[src/rtl/cdb_writeback_arbiter_if.sv]
// Bus bundle between the functional-unit result sources and the writeback arbiter.
// It carries the per-source result offers, the flush, and the registered CDB/ROB update ports.
interface cdb_writeback_arbiter_if #(
    parameter int NUM_SRC = 4,
    parameter int NUM_CDB = 2,
    parameter int DATA_W  = 32,
    parameter int TAG_W   = 6
);
    logic [NUM_SRC-1:0]        src_valid;
    logic [NUM_SRC-1:0]        src_ready;
    logic [NUM_SRC*TAG_W-1:0]  src_tag;
    logic [NUM_SRC*DATA_W-1:0] src_data;
    logic [NUM_SRC-1:0]        src_regwr;
    logic [NUM_SRC-1:0]        src_pred;
    logic [NUM_SRC-1:0]        src_taken;
    logic                      flush;

    logic [NUM_CDB-1:0]        cdb_valid;
    logic [NUM_CDB*TAG_W-1:0]  cdb_tag;
    logic [NUM_CDB*DATA_W-1:0] cdb_value;
    logic [NUM_CDB-1:0]        rob_wr_valid;
    logic [NUM_CDB*TAG_W-1:0]  rob_wr_tag;
    logic [NUM_CDB*DATA_W-1:0] rob_wr_value;
    logic [NUM_CDB-1:0]        rob_wr_regwr;
    logic [NUM_CDB-1:0]        rob_wr_mispredict;

    // Result producers and the consumers of the CDB/ROB update.
    modport master (
        output src_valid, src_tag, src_data, src_regwr, src_pred, src_taken, flush,
        input  src_ready,
        input  cdb_valid, cdb_tag, cdb_value,
        input  rob_wr_valid, rob_wr_tag, rob_wr_value, rob_wr_regwr, rob_wr_mispredict
    );

    // The writeback arbiter itself.
    modport slave (
        input  src_valid, src_tag, src_data, src_regwr, src_pred, src_taken, flush,
        output src_ready,
        output cdb_valid, cdb_tag, cdb_value,
        output rob_wr_valid, rob_wr_tag, rob_wr_value, rob_wr_regwr, rob_wr_mispredict
    );
endinterface

[src/rtl/cdb_writeback_arbiter.sv]
// Writeback stage: one FIFO per functional-unit source, round-robin pick of up to NUM_CDB
// heads per cycle, and registered CDB broadcast plus ROB ready/value/mispredict update.
// A mispredict is only reported to the ROB; squashing is left to the ROB/flush logic.
module cdb_writeback_arbiter #(
    parameter int NUM_SRC    = 4,
    parameter int NUM_CDB    = 2,
    parameter int DATA_W     = 32,
    parameter int TAG_W      = 6,
    parameter int FIFO_DEPTH = 4
) (
    input  logic                   clk,
    input  logic                   reset,
    cdb_writeback_arbiter_if.slave bus
);
    localparam int SRC_W = (NUM_SRC > 1) ? $clog2(NUM_SRC) : 1;
    localparam int PTR_W = $clog2(FIFO_DEPTH);
    localparam int CNT_W = PTR_W + 1;

    logic [TAG_W-1:0]  mem_tag   [NUM_SRC][FIFO_DEPTH];
    logic [DATA_W-1:0] mem_data  [NUM_SRC][FIFO_DEPTH];
    logic              mem_regwr [NUM_SRC][FIFO_DEPTH];
    logic              mem_mis   [NUM_SRC][FIFO_DEPTH];

    logic [PTR_W-1:0]  wr_ptr [NUM_SRC];
    logic [PTR_W-1:0]  rd_ptr [NUM_SRC];
    logic [CNT_W-1:0]  count  [NUM_SRC];

    logic [NUM_SRC-1:0] full;
    logic [NUM_SRC-1:0] empty;
    logic [NUM_SRC-1:0] ready;
    logic [NUM_SRC-1:0] push;
    logic [NUM_SRC-1:0] grant;

    logic [TAG_W-1:0]  head_tag   [NUM_SRC];
    logic [DATA_W-1:0] head_data  [NUM_SRC];
    logic              head_regwr [NUM_SRC];
    logic              head_mis   [NUM_SRC];

    logic [SRC_W-1:0]   rr_ptr;
    logic [SRC_W-1:0]   rr_next;
    logic [NUM_CDB-1:0] port_vld;
    logic [SRC_W-1:0]   port_src [NUM_CDB];

    logic [TAG_W-1:0]  sel_tag   [NUM_CDB];
    logic [DATA_W-1:0] sel_data  [NUM_CDB];
    logic              sel_regwr [NUM_CDB];
    logic              sel_mis   [NUM_CDB];

    logic [NUM_CDB-1:0]        cdb_valid_q;
    logic [NUM_CDB*TAG_W-1:0]  cdb_tag_q;
    logic [NUM_CDB*DATA_W-1:0] cdb_value_q;
    logic [NUM_CDB-1:0]        rob_valid_q;
    logic [NUM_CDB*TAG_W-1:0]  rob_tag_q;
    logic [NUM_CDB*DATA_W-1:0] rob_value_q;
    logic [NUM_CDB-1:0]        rob_regwr_q;
    logic [NUM_CDB-1:0]        rob_mis_q;

    // FIFO status and accept: full uses the pre-pop count so a full FIFO never takes a push;
    // tag 0 means "no ROB entry", so such an offer is acknowledged but dropped.
    always_comb begin
        for (int s = 0; s < NUM_SRC; s++) begin
            full[s]  = (count[s] == CNT_W'(FIFO_DEPTH));
            empty[s] = (count[s] == '0);
            ready[s] = !full[s] && !reset && !bus.flush;
            push[s]  = bus.src_valid[s] && ready[s] && (bus.src_tag[s*TAG_W +: TAG_W] != '0);
        end
    end

    assign bus.src_ready = ready;

    // Head-of-FIFO view for every source.
    always_comb begin
        for (int s = 0; s < NUM_SRC; s++) begin
            head_tag[s]   = mem_tag[s][rd_ptr[s]];
            head_data[s]  = mem_data[s][rd_ptr[s]];
            head_regwr[s] = mem_regwr[s][rd_ptr[s]];
            head_mis[s]   = mem_mis[s][rd_ptr[s]];
        end
    end

    // Round-robin scan from rr_ptr: the first NUM_CDB non-empty sources land on ports 0,1,...
    always_comb begin
        int               n_gr;
        logic [SRC_W-1:0] last_g;
        n_gr   = 0;
        last_g = rr_ptr;
        grant    = '0;
        port_vld = '0;
        for (int k = 0; k < NUM_CDB; k++) begin
            port_src[k] = '0;
        end
        for (int j = 0; j < NUM_SRC; j++) begin
            for (int s = 0; s < NUM_SRC; s++) begin
                if ((s == (int'(rr_ptr) + j) % NUM_SRC) && !empty[s] && !bus.flush
                    && (n_gr < NUM_CDB)) begin
                    grant[s] = 1'b1;
                    for (int k = 0; k < NUM_CDB; k++) begin
                        if (k == n_gr) begin
                            port_vld[k] = 1'b1;
                            port_src[k] = SRC_W'(s);
                        end
                    end
                    last_g = SRC_W'(s);
                    n_gr++;
                end
            end
        end
        rr_next = (n_gr == 0) ? rr_ptr : SRC_W'((int'(last_g) + 1) % NUM_SRC);
    end

    // Per-port mux of the granted head; ungranted ports carry all-zero fields.
    always_comb begin
        for (int k = 0; k < NUM_CDB; k++) begin
            sel_tag[k]   = '0;
            sel_data[k]  = '0;
            sel_regwr[k] = 1'b0;
            sel_mis[k]   = 1'b0;
            for (int s = 0; s < NUM_SRC; s++) begin
                if (port_vld[k] && (port_src[k] == SRC_W'(s))) begin
                    sel_tag[k]   = head_tag[s];
                    sel_data[k]  = head_data[s];
                    sel_regwr[k] = head_regwr[s];
                    sel_mis[k]   = head_mis[s];
                end
            end
        end
    end

    // FIFO pointer/count bookkeeping; flush drops everything buffered.
    always_ff @(posedge clk) begin
        if (reset || bus.flush) begin
            for (int s = 0; s < NUM_SRC; s++) begin
                wr_ptr[s] <= '0;
                rd_ptr[s] <= '0;
                count[s]  <= '0;
            end
        end else begin
            for (int s = 0; s < NUM_SRC; s++) begin
                if (push[s]) begin
                    wr_ptr[s] <= wr_ptr[s] + PTR_W'(1);
                end
                if (grant[s]) begin
                    rd_ptr[s] <= rd_ptr[s] + PTR_W'(1);
                end
                count[s] <= count[s] + CNT_W'(push[s]) - CNT_W'(grant[s]);
            end
        end
    end

    // FIFO storage; the mispredict flag is resolved once, at push time.
    always_ff @(posedge clk) begin
        for (int s = 0; s < NUM_SRC; s++) begin
            if (push[s]) begin
                mem_tag[s][wr_ptr[s]]   <= bus.src_tag[s*TAG_W +: TAG_W];
                mem_data[s][wr_ptr[s]]  <= bus.src_data[s*DATA_W +: DATA_W];
                mem_regwr[s][wr_ptr[s]] <= bus.src_regwr[s];
                mem_mis[s][wr_ptr[s]]   <= bus.src_pred[s] ^ bus.src_taken[s];
            end
        end
    end

    // Registered CDB/ROB outputs and round-robin pointer (held when nothing is granted).
    always_ff @(posedge clk) begin
        if (reset) begin
            rr_ptr      <= '0;
            cdb_valid_q <= '0;
            cdb_tag_q   <= '0;
            cdb_value_q <= '0;
            rob_valid_q <= '0;
            rob_tag_q   <= '0;
            rob_value_q <= '0;
            rob_regwr_q <= '0;
            rob_mis_q   <= '0;
        end else begin
            rr_ptr <= rr_next;
            for (int k = 0; k < NUM_CDB; k++) begin
                rob_valid_q[k]                  <= port_vld[k];
                rob_tag_q[k*TAG_W +: TAG_W]     <= sel_tag[k];
                rob_value_q[k*DATA_W +: DATA_W] <= sel_data[k];
                rob_regwr_q[k]                  <= sel_regwr[k];
                rob_mis_q[k]                    <= sel_mis[k];
                cdb_valid_q[k]                  <= sel_regwr[k];
                cdb_tag_q[k*TAG_W +: TAG_W]     <= sel_regwr[k] ? sel_tag[k] : '0;
                cdb_value_q[k*DATA_W +: DATA_W] <= sel_regwr[k] ? sel_data[k] : '0;
            end
        end
    end

    assign bus.cdb_valid         = cdb_valid_q;
    assign bus.cdb_tag           = cdb_tag_q;
    assign bus.cdb_value         = cdb_value_q;
    assign bus.rob_wr_valid      = rob_valid_q;
    assign bus.rob_wr_tag        = rob_tag_q;
    assign bus.rob_wr_value      = rob_value_q;
    assign bus.rob_wr_regwr      = rob_regwr_q;
    assign bus.rob_wr_mispredict = rob_mis_q;
endmodule

[src/flat_wrapper.sv]
// flat-port wrapper written by rule: the top's interface ports become plain ports
module cdb_writeback_arbiter_flat 
#(
    parameter int NUM_SRC    = 4,
    parameter int NUM_CDB    = 2,
    parameter int DATA_W     = 32,
    parameter int TAG_W      = 6,
    parameter int FIFO_DEPTH = 4
)
  (clk, reset, bus_src_valid, bus_src_tag, bus_src_data, bus_src_regwr, bus_src_pred, bus_src_taken, bus_flush, bus_src_ready, bus_cdb_valid, bus_cdb_tag, bus_cdb_value, bus_rob_wr_valid, bus_rob_wr_tag, bus_rob_wr_value, bus_rob_wr_regwr, bus_rob_wr_mispredict);
  cdb_writeback_arbiter_if #(.NUM_SRC(NUM_SRC), .NUM_CDB(NUM_CDB), .DATA_W(DATA_W), .TAG_W(TAG_W)) bus_i ();
  input  logic clk;
  input  logic reset;
  input wire logic [$bits(bus_i.src_valid)-1:0] bus_src_valid;
  input wire logic [$bits(bus_i.src_tag)-1:0] bus_src_tag;
  input wire logic [$bits(bus_i.src_data)-1:0] bus_src_data;
  input wire logic [$bits(bus_i.src_regwr)-1:0] bus_src_regwr;
  input wire logic [$bits(bus_i.src_pred)-1:0] bus_src_pred;
  input wire logic [$bits(bus_i.src_taken)-1:0] bus_src_taken;
  input wire logic [$bits(bus_i.flush)-1:0] bus_flush;
  output wire logic [$bits(bus_i.src_ready)-1:0] bus_src_ready;
  output wire logic [$bits(bus_i.cdb_valid)-1:0] bus_cdb_valid;
  output wire logic [$bits(bus_i.cdb_tag)-1:0] bus_cdb_tag;
  output wire logic [$bits(bus_i.cdb_value)-1:0] bus_cdb_value;
  output wire logic [$bits(bus_i.rob_wr_valid)-1:0] bus_rob_wr_valid;
  output wire logic [$bits(bus_i.rob_wr_tag)-1:0] bus_rob_wr_tag;
  output wire logic [$bits(bus_i.rob_wr_value)-1:0] bus_rob_wr_value;
  output wire logic [$bits(bus_i.rob_wr_regwr)-1:0] bus_rob_wr_regwr;
  output wire logic [$bits(bus_i.rob_wr_mispredict)-1:0] bus_rob_wr_mispredict;
  assign bus_i.src_valid = bus_src_valid;
  assign bus_i.src_tag = bus_src_tag;
  assign bus_i.src_data = bus_src_data;
  assign bus_i.src_regwr = bus_src_regwr;
  assign bus_i.src_pred = bus_src_pred;
  assign bus_i.src_taken = bus_src_taken;
  assign bus_i.flush = bus_flush;
  assign bus_src_ready = bus_i.src_ready;
  assign bus_cdb_valid = bus_i.cdb_valid;
  assign bus_cdb_tag = bus_i.cdb_tag;
  assign bus_cdb_value = bus_i.cdb_value;
  assign bus_rob_wr_valid = bus_i.rob_wr_valid;
  assign bus_rob_wr_tag = bus_i.rob_wr_tag;
  assign bus_rob_wr_value = bus_i.rob_wr_value;
  assign bus_rob_wr_regwr = bus_i.rob_wr_regwr;
  assign bus_rob_wr_mispredict = bus_i.rob_wr_mispredict;
  cdb_writeback_arbiter #(.NUM_SRC(NUM_SRC), .NUM_CDB(NUM_CDB), .DATA_W(DATA_W), .TAG_W(TAG_W), .FIFO_DEPTH(FIFO_DEPTH)) u_core (.clk(clk), .reset(reset), .bus(bus_i));
endmodule
[config.mk]
export PLATFORM = sky130hd
export DESIGN_NAME = cdb_writeback_arbiter_flat
export DESIGN_NICKNAME = d
export VERILOG_FILES = /design/src/rtl/cdb_writeback_arbiter_if.sv /design/src/rtl/cdb_writeback_arbiter.sv /design/src/flat_wrapper.sv
export SDC_FILE = /design/constraint.sdc
export NUM_CORES = 1
export LEC_CHECK = 0
export BUFFER_PORTS_ARGS = -buffer_cell sky130_fd_sc_hd__buf_4
export CAP_MARGIN = 20
export CORE_MARGIN = 2
export CORE_UTILIZATION = 60
export CTS_CLUSTER_DIAMETER = 120
export DETAILED_ROUTE_END_ITERATION = 10
export GPL_TIMING_DRIVEN = 1
export HOLD_SLACK_MARGIN = 0.1
export PLACE_DENSITY_LB_ADDON = 0.15
export SETUP_SLACK_MARGIN = 0.2
export SLEW_MARGIN = 10
export SYNTH_ARGS = -nofsm -noshare
export SYNTH_HDL_FRONTEND = slang
export SYNTH_SLANG_ARGS = --single-unit
[constraint.sdc]
create_clock -name clk -period 45.8 [get_ports clk]
set_input_delay 9.16 -clock clk [delete_from_list [all_inputs] [get_ports clk]]
set_output_delay 9.16 -clock clk [all_outputs]
set_load 0.05 [all_outputs]
# After elaboration in Yosys (flattened, before gate mapping)
# Memories as Yosys holds them, arrays and structs flattened.
# Cells that the tools add are included.
[word_totals]
reg_bits = 160
ramBits = 668
inputBits = 171
elab_cells = 559
n_memories = 7
[memory_table]
columns = ["name", "depth", "word_bits", "rd", "rd_clocked_by_memory_dff", "write_ports", "line", "rtl"]
rows = [
  ["u_core.mem_data", 4, 128, 4, 0, 4, "cdb_writeback_arbiter.sv:20", "logic [DATA_W-1:0] mem_data [NUM_SRC][FIFO_DEPTH];"],
  ["u_core.mem_tag", 4, 24, 4, 0, 4, "cdb_writeback_arbiter.sv:19", "logic [TAG_W-1:0] mem_tag [NUM_SRC][FIFO_DEPTH];"],
  ["u_core.mem_mis", 4, 4, 4, 0, 4, "cdb_writeback_arbiter.sv:22", "logic mem_mis [NUM_SRC][FIFO_DEPTH];"],
  ["u_core.mem_regwr", 4, 4, 4, 0, 4, "cdb_writeback_arbiter.sv:21", "logic mem_regwr [NUM_SRC][FIFO_DEPTH];"],
  ["u_core.count", 4, 3, 4, 0, 4, "cdb_writeback_arbiter.sv:26", "logic [CNT_W-1:0] count [NUM_SRC];"],
  ["u_core.rd_ptr", 4, 2, 4, 0, 4, "cdb_writeback_arbiter.sv:25", "logic [PTR_W-1:0] rd_ptr [NUM_SRC];"],
  ["+1 memories", "--", "--", "--", "--", "--", "--", ""],
]
[classes]
magnitude_cmp = 27
bitwise_logic = 29
n_eq_ne = 37
reduce_logical = 121
n_addsub = 35
muxes = 293
[op_table]
columns = ["operator", "n"]
rows = [
  ["$mux W32", 35],
  ["$logic_not A32 Y1", 20],
  ["$mux W128", 4],
  ["$add A32 B2 Y32 const B", 14],
  ["$eq A2 B32 Y1 const A", 14],
  ["$lt A32 B3 Y1 const B", 14],
  ["$bmux W32 S2", 4],
  ["$demux W32 S2", 4],
  ["$mux W2", 67],
  ["$mux W6", 20],
  ["$mux W1", 112],
  ["$mux W24", 4],
  ["$mux W4", 19],
  ["$logic_and A1 B1 Y1", 75],
  ["$bmux W6 S2", 4],
  ["$demux W6 S2", 4],
  ["$ge A3 B3 Y1 const B", 8],
  ["$not A2 Y3", 8],
  ["$reduce_bool A6 Y1", 4],
  ["$add A2 B1 Y2 const B", 10],
  ["$eq A3 B3 Y1 const A", 6],
  ["$bmux W1 S2", 8],
  ["$add A3 B1 Y3", 4],
  ["$eq A3 B3 Y1 const B", 4],
  ["22 further kinds", 76],
]

# Logic depth before layout (Yosys ltp)
# An unclocked memory read counts as a cell.
[depth]
depth_word = 59
depth_mapped = 65
depth_no_buf = 59

# Worst setup path before layout
# OpenSTA, ideal clock, no wires.
[synth_timing]
kind = "input -> register"
startpoint = "input port bus_flush"
endpoint = "register u_core.cdb_value_q[43] (netlist: u_core.bus.cdb_value[43])"
t_required_ns = 45.741
arrival_ns = 22.274
path_slack_ns = 23.467
path_buffers = 6
path_stages = 62
path_cell_list = "buf_2 > or3b_1 > buf_2 > nor2_1 > ha_1 > nor3_1 > fa_1 > nor3_2 > xnor2_1 > inv_1 > ha_1 > nand2b_1 > nor4_1 > o32ai_2 > buf_2 > ha_1 > nor3_1 > nor2_1 > [26 not listed] > nor3_1 > nand4_1 > and2_1 > ha_1 > o311ai_0 > inv_1 > ha_1 > nor2_1 > a21oi_1 > ha_1 > a22oi_1 > nor4b_2 > a21oi_1 > a32oi_1 > mux2i_1 > buf_2 > buf_2 > and2_1"
[synth_between]
elab_chain_len = 56
word_cells_on_any_way = 169
classes_between = "14 x add/sub; 15 x order compare; 18 x eq/ne; 83 x mux; 1 x bitwise; 38 x reduce/logical"
[synth_lines]
columns = ["element", "line", "rtl"]
rows = [
  ["start: declaration", "flat_wrapper.sv:20", "input wire logic [$bits(bus_i.flush)-1:0] bus_flush;"],
  ["$logic_not A1 Y1 (*)", "cdb_writeback_arbiter.sv:94", "if ((s == (int'(rr_ptr) + j) % NUM_SRC) && !empty[s] && !bus.flush"],
  ["$logic_and A1 B1 Y1", "cdb_writeback_arbiter.sv:94", ""],
  ["$mux W1", "cdb_writeback_arbiter.sv:94", ""],
  ["$lt A1 B2 Y1", "cdb_writeback_arbiter.sv:95", "&& (n_gr < NUM_CDB)) begin"],
  ["$logic_and A1 B1 Y1", "cdb_writeback_arbiter.sv:95", ""],
  ["$mux W32", "cdb_writeback_arbiter.sv:94", ""],
  ["$lt A32 B3 Y1", "cdb_writeback_arbiter.sv:95", ""],
  ["$logic_and A1 B1 Y1", "cdb_writeback_arbiter.sv:95", ""],
  ["[37 not listed]", "--", ""],
  ["$lt A32 B3 Y1 or $eq A2 B32 Y1 (tied branches)", "cdb_writeback_arbiter.sv:95, cdb_writeback_arbiter.sv:98", ""],
  ["$logic_and A1 B1 Y1 or $mux W2 (tied branches)", "cdb_writeback_arbiter.sv:95, cdb_writeback_arbiter.sv:98", ""],
  ["$mux W4", "cdb_writeback_arbiter.sv:94", ""],
  ["$logic_not A2 Y1", "cdb_writeback_arbiter.sv:119", "if (port_vld[k] && (port_src[k] == SRC_W'(s))) begin"],
  ["$logic_and A1 B1 Y1", "cdb_writeback_arbiter.sv:119", ""],
  ["$mux W1 (4 in a row)", "cdb_writeback_arbiter.sv:119", ""],
  ["$not A1 Y1 (no line)", "--", ""],
  ["$reduce_or A2 Y1 (no line)", "--", ""],
  ["end signal: indexed assignment", "cdb_writeback_arbiter.sv:184", "cdb_value_q[k*DATA_W +: DATA_W] <= sel_regwr[k] ? sel_data[k] : '0;"],
  ["end: declaration", "cdb_writeback_arbiter.sv:51", "logic [NUM_CDB*DATA_W-1:0] cdb_value_q;"],
]
# Mark *: on every way between the ends. The rest lies on a longest branch, timed or not.
# A chain may end at the register's enable or synchronous reset.

# Worst setup path after layout
[layout_timing]
startpoint = "input port bus_flush"
endpoint = "register u_core.cdb_value_q[63] (netlist: u_core.bus.cdb_value[63])"
# The elaborated chain is that of the path after synthesis.

==> impl_metrics.env <==
export IMPL_cpPeakStageDelay_ns=0.96
export IMPL_final_hold_viol_count=0
export IMPL_grt_overflow=0
export IMPL_grt_pass1_vias=19900
export IMPL_busiest_layer="met2"
export IMPL_synth_seq_cells=828
export IMPL_use_met1=0.474
export IMPL_slowest_stage="o311ai_0"
export IMPL_place_ws_ns=20.22
export IMPL_synth_area_per_cell_um2=16.7
export IMPL_fin_crit_ns=25.21
export IMPL_grt_pass1_wl_um=133000
export IMPL_syn_to_final_growth_pct=18.0
export IMPL_power_leakage_nw=14.3
export IMPL_synth_most_common_cell="edfxtp_1"
export IMPL_cts_htree_levels=3
export IMPL_ios=335
export IMPL_path_clk_slew_ns=0.06
export IMPL_vdd_ir_drop_worst_mv=0.0478
export IMPL_drive_gt1_frac=0.304
export IMPL_drtIter0Drc=2443
export IMPL_dpl_cell_count=3015
export IMPL_use_met3=0.0789
export IMPL_finalCritPeriodShare=0.550
export IMPL_port_buffers=334
export IMPL_cts_tree="built"
export IMPL_synth_edf_count=656
export IMPL_critPathKind="primary input to flop"
export IMPL_start_kind="primary input"
export IMPL_row_count=86
export IMPL_post_layout_nonfiller_instances=3178
export IMPL_die_h_um=241
export IMPL_cts_buffers=81
export IMPL_root_buffer="clkbuf_16"
export IMPL_max_cap_violations=0
export IMPL_drc_errors=0
export IMPL_rsz0062_at_grt="false"
export IMPL_critPathMaxFanout=79
export IMPL_synth_cells=2026
export IMPL_ys_flop_type="edfxtp_1"
export IMPL_dieArea_um2=58200
export IMPL_synth_top_area_share=0.584
export IMPL_slew_headroom=0.241
export IMPL_fin_area_um2=39800
export IMPL_end_kind="flop"
export IMPL_synth_common_cells="edfxtp_1, dfxtp_1, mux4_2"
export IMPL_grt_max_degree=120
export IMPL_antenna_left=1
export IMPL_critPathMostFrequentCell="ha_1"
export IMPL_routed_via_density=6.36
export IMPL_postLayoutSetupSlackWorst_ns=20.59
export IMPL_syn_area_um2=33800
export IMPL_vias=20200
export IMPL_synth_top_cells_by_area="edfxtp_1, mux4_2, dfxtp_1, a22oi_1, ha_1"
export IMPL_slew_viol_final=0
export IMPL_start_util=0.609
export IMPL_post_cts_resized=0
export IMPL_clkSinkCount=828
export IMPL_tns_ns=0
export IMPL_fin_skew_ns=0.0344
export IMPL_wl_per_cell_um=29.5
export IMPL_critPathTopFamily="simple AND/OR/NAND/NOR gates"
export IMPL_power_mw=1.80
export IMPL_tightest_slew_ns=1.12
export IMPL_core_area_um2=55400
export IMPL_setup_viol=0
export IMPL_post_cts_buffers=0
export IMPL_antenna_found_initial=11
export IMPL_dpl_hpwl_um=64500
export IMPL_clock_path_buffers=3
export IMPL_synth_warnings=0
export IMPL_grt_use_total=0.322
export IMPL_fin_nets=2595
export IMPL_synth_cell_types=77
export IMPL_die_w_um=241
export IMPL_cp_arrival_ns=25.77
export IMPL_worst_ep_required_time_ns=46.36
export IMPL_power_density_nw_per_um2=45.3
export IMPL_grt_use_met2=0.492
export IMPL_hold_class="flop to flop"
export IMPL_dr_pass1_iters=6
export IMPL_gp_congestion=0.917
export IMPL_synth_seq_area_share=0.686
export IMPL_synth_nets=2266
export IMPL_path_buf_inv=8
export IMPL_violations="antenna rules"
export IMPL_synthArstFlopShare=0
export IMPL_placed_area_um2=37000
export IMPL_fmax_mhz=39.7
export IMPL_cts_hold_buf=0
export IMPL_status="finished with violations"
export IMPL_finalWirelength_um=93700
export IMPL_yosys_area_top_type="edfxtp_1"
export IMPL_clock_latency_ns=0.64
[layer usage]
metal,vias to the layer above,part of all wire,wire length [µm]
li1,8601,-,-
met1,10400,0.41,38200
met2,1092,0.47,43800
met3,145,0.10,9630
met4,14,0.021,1920
met5,-,0.0010,97
[cell families after synthesis]
family | synth area share
AO/OA/AOI/OAI | 0.0664
adder cells (fa/ha/maj) | 0.0267
flip-flops | 0.686
multiplexers | 0.132
buffers and inverters | 0.0222
AND/OR/NAND/NOR | 0.0594
XOR/XNOR | 0.00749
[state kept, by name, indices dropped and copies added (netlist names)]
signal and count:
u_core.wr_ptr 8, u_core.bus.cdb_valid 2, u_core.mem_regwr 16, u_core.bus.rob_wr_value 64
u_core.mem_mis 16, u_core.mem_tag 96, u_core.bus.cdb_value 64, u_core.rr_ptr 2
u_core.rd_ptr 8, u_core.bus.rob_wr_mispredict 2, u_core.mem_data 512, u_core.bus.cdb_tag 12
u_core.bus.rob_wr_valid 2, u_core.count 12, u_core.bus.rob_wr_tag 12
[stage by stage]
| step | hold WS (ns) | util |
|---|---|---|
| finish | 0.605 | 0.719 |
| global route | 0.654 | 0.718 |
| CTS | 0.610 | 0.716 |
| detailed placement | 0.602 | 0.668 |
| global placement | 0.590 | 0.667 |
| floorplan | 0.565 | - |
[worst reg2reg max path: cells and delay by family, from the launching register on]
| family | cells | cell delay [ns] |
|---|---|---|
| flops | 1 | 0.37 |
| fa+ha+maj | 14 | 4.61 |
| simple gates | 24 | 6.35 |
| mux | 1 | 0.43 |
| buf+inv | 7 | 1.81 |
| compound gates | 13 | 3.51 |
[worst paths after layout]
check | start | endpoint | slack, ns | depth (start not counted)
setup / recovery | bus_flush | u_core.bus.cdb_value[63]$_SDFF_PP0_ | 20.59 | 59
setup reg to reg | u_core.count[0][1]$_SDFF_PP0_ | u_core.bus.cdb_value[63]$_SDFF_PP0_ | 28.64 | 59
hold reg to reg | u_core.count[0][4]$_SDFF_PP0_ | u_core.count[0][5]$_SDFF_PP0_ | 0.61 | 2
hold / removal | u_core.count[0][4]$_SDFF_PP0_ | u_core.count[0][5]$_SDFF_PP0_ | 0.61 | 2
[report_power, final]
| part | switching, mW | internal, mW |
|---|---|---|
| sequential | 0.0117 | 0.833 |
| clock | 0.282 | 0.379 |
| combinational | 0.192 | 0.106 |
[final cells by class]
class | instances | area [µm²]
well taps | 748 | 936
repair buffers | 369 | 2910
flip-flops and latches | 828 | 23100
diodes | 8 | 20.0
fillers | 3372 | 15600
clock inverters | 37 | 337
inverters | 53 | 201
clock buffers | 113 | 2320
multi-input cells | 1022 | 9950
[cells in the final DEF, fill, tap and decap left out, types with 4 or more instances in the layout]
| cell type | synthesis | routed |
|---|---|---|
| fa_1 | 5 | 5 |
| clkinv_2 | 0 | 15 |
| o31ai_1 | 4 | 4 |
| nand3_1 | 10 | 8 |
| clkbuf_16 | 0 | 84 |
| or3_1 | 8 | 8 |
| clkbuf_8 | 0 | 11 |
| clkinv_1 | 0 | 6 |
| or4_1 | 5 | 5 |
| bufinv_16 | 0 | 4 |
| clkbuf_1 | 79 | 17 |
| buf_12 | 0 | 6 |
| nor2_1 | 39 | 38 |
| and2_1 | 111 | 95 |
| and2_2 | 0 | 16 |
| mux4_2 | 160 | 160 |
| edfxtp_1 | 656 | 656 |
| xnor2_1 | 17 | 17 |
| o21ai_0 | 19 | 19 |
| and3_1 | 47 | 47 |
| xor2_1 | 10 | 10 |
| a22oi_1 | 121 | 121 |
| buf_4 | 14 | 360 |
| a21oi_1 | 58 | 57 |
| ha_1 | 64 | 64 |
| a21boi_0 | 39 | 39 |
| nand2_1 | 84 | 84 |
| a31oi_1 | 4 | 4 |
| o311a_1 | 4 | 4 |
| a32oi_1 | 6 | 6 |
| inv_1 | 51 | 54 |
| dfxtp_1 | 172 | 172 |
| mux2_2 | 39 | 39 |
| nor3_1 | 19 | 19 |
| nand2b_1 | 9 | 9 |
| mux2i_1 | 41 | 40 |
| diode_2 | 0 | 8 |
| a221o_1 | 4 | 4 |
| o21ai_1 | 31 | 31 |
Power figures use the tool's default switching activity.
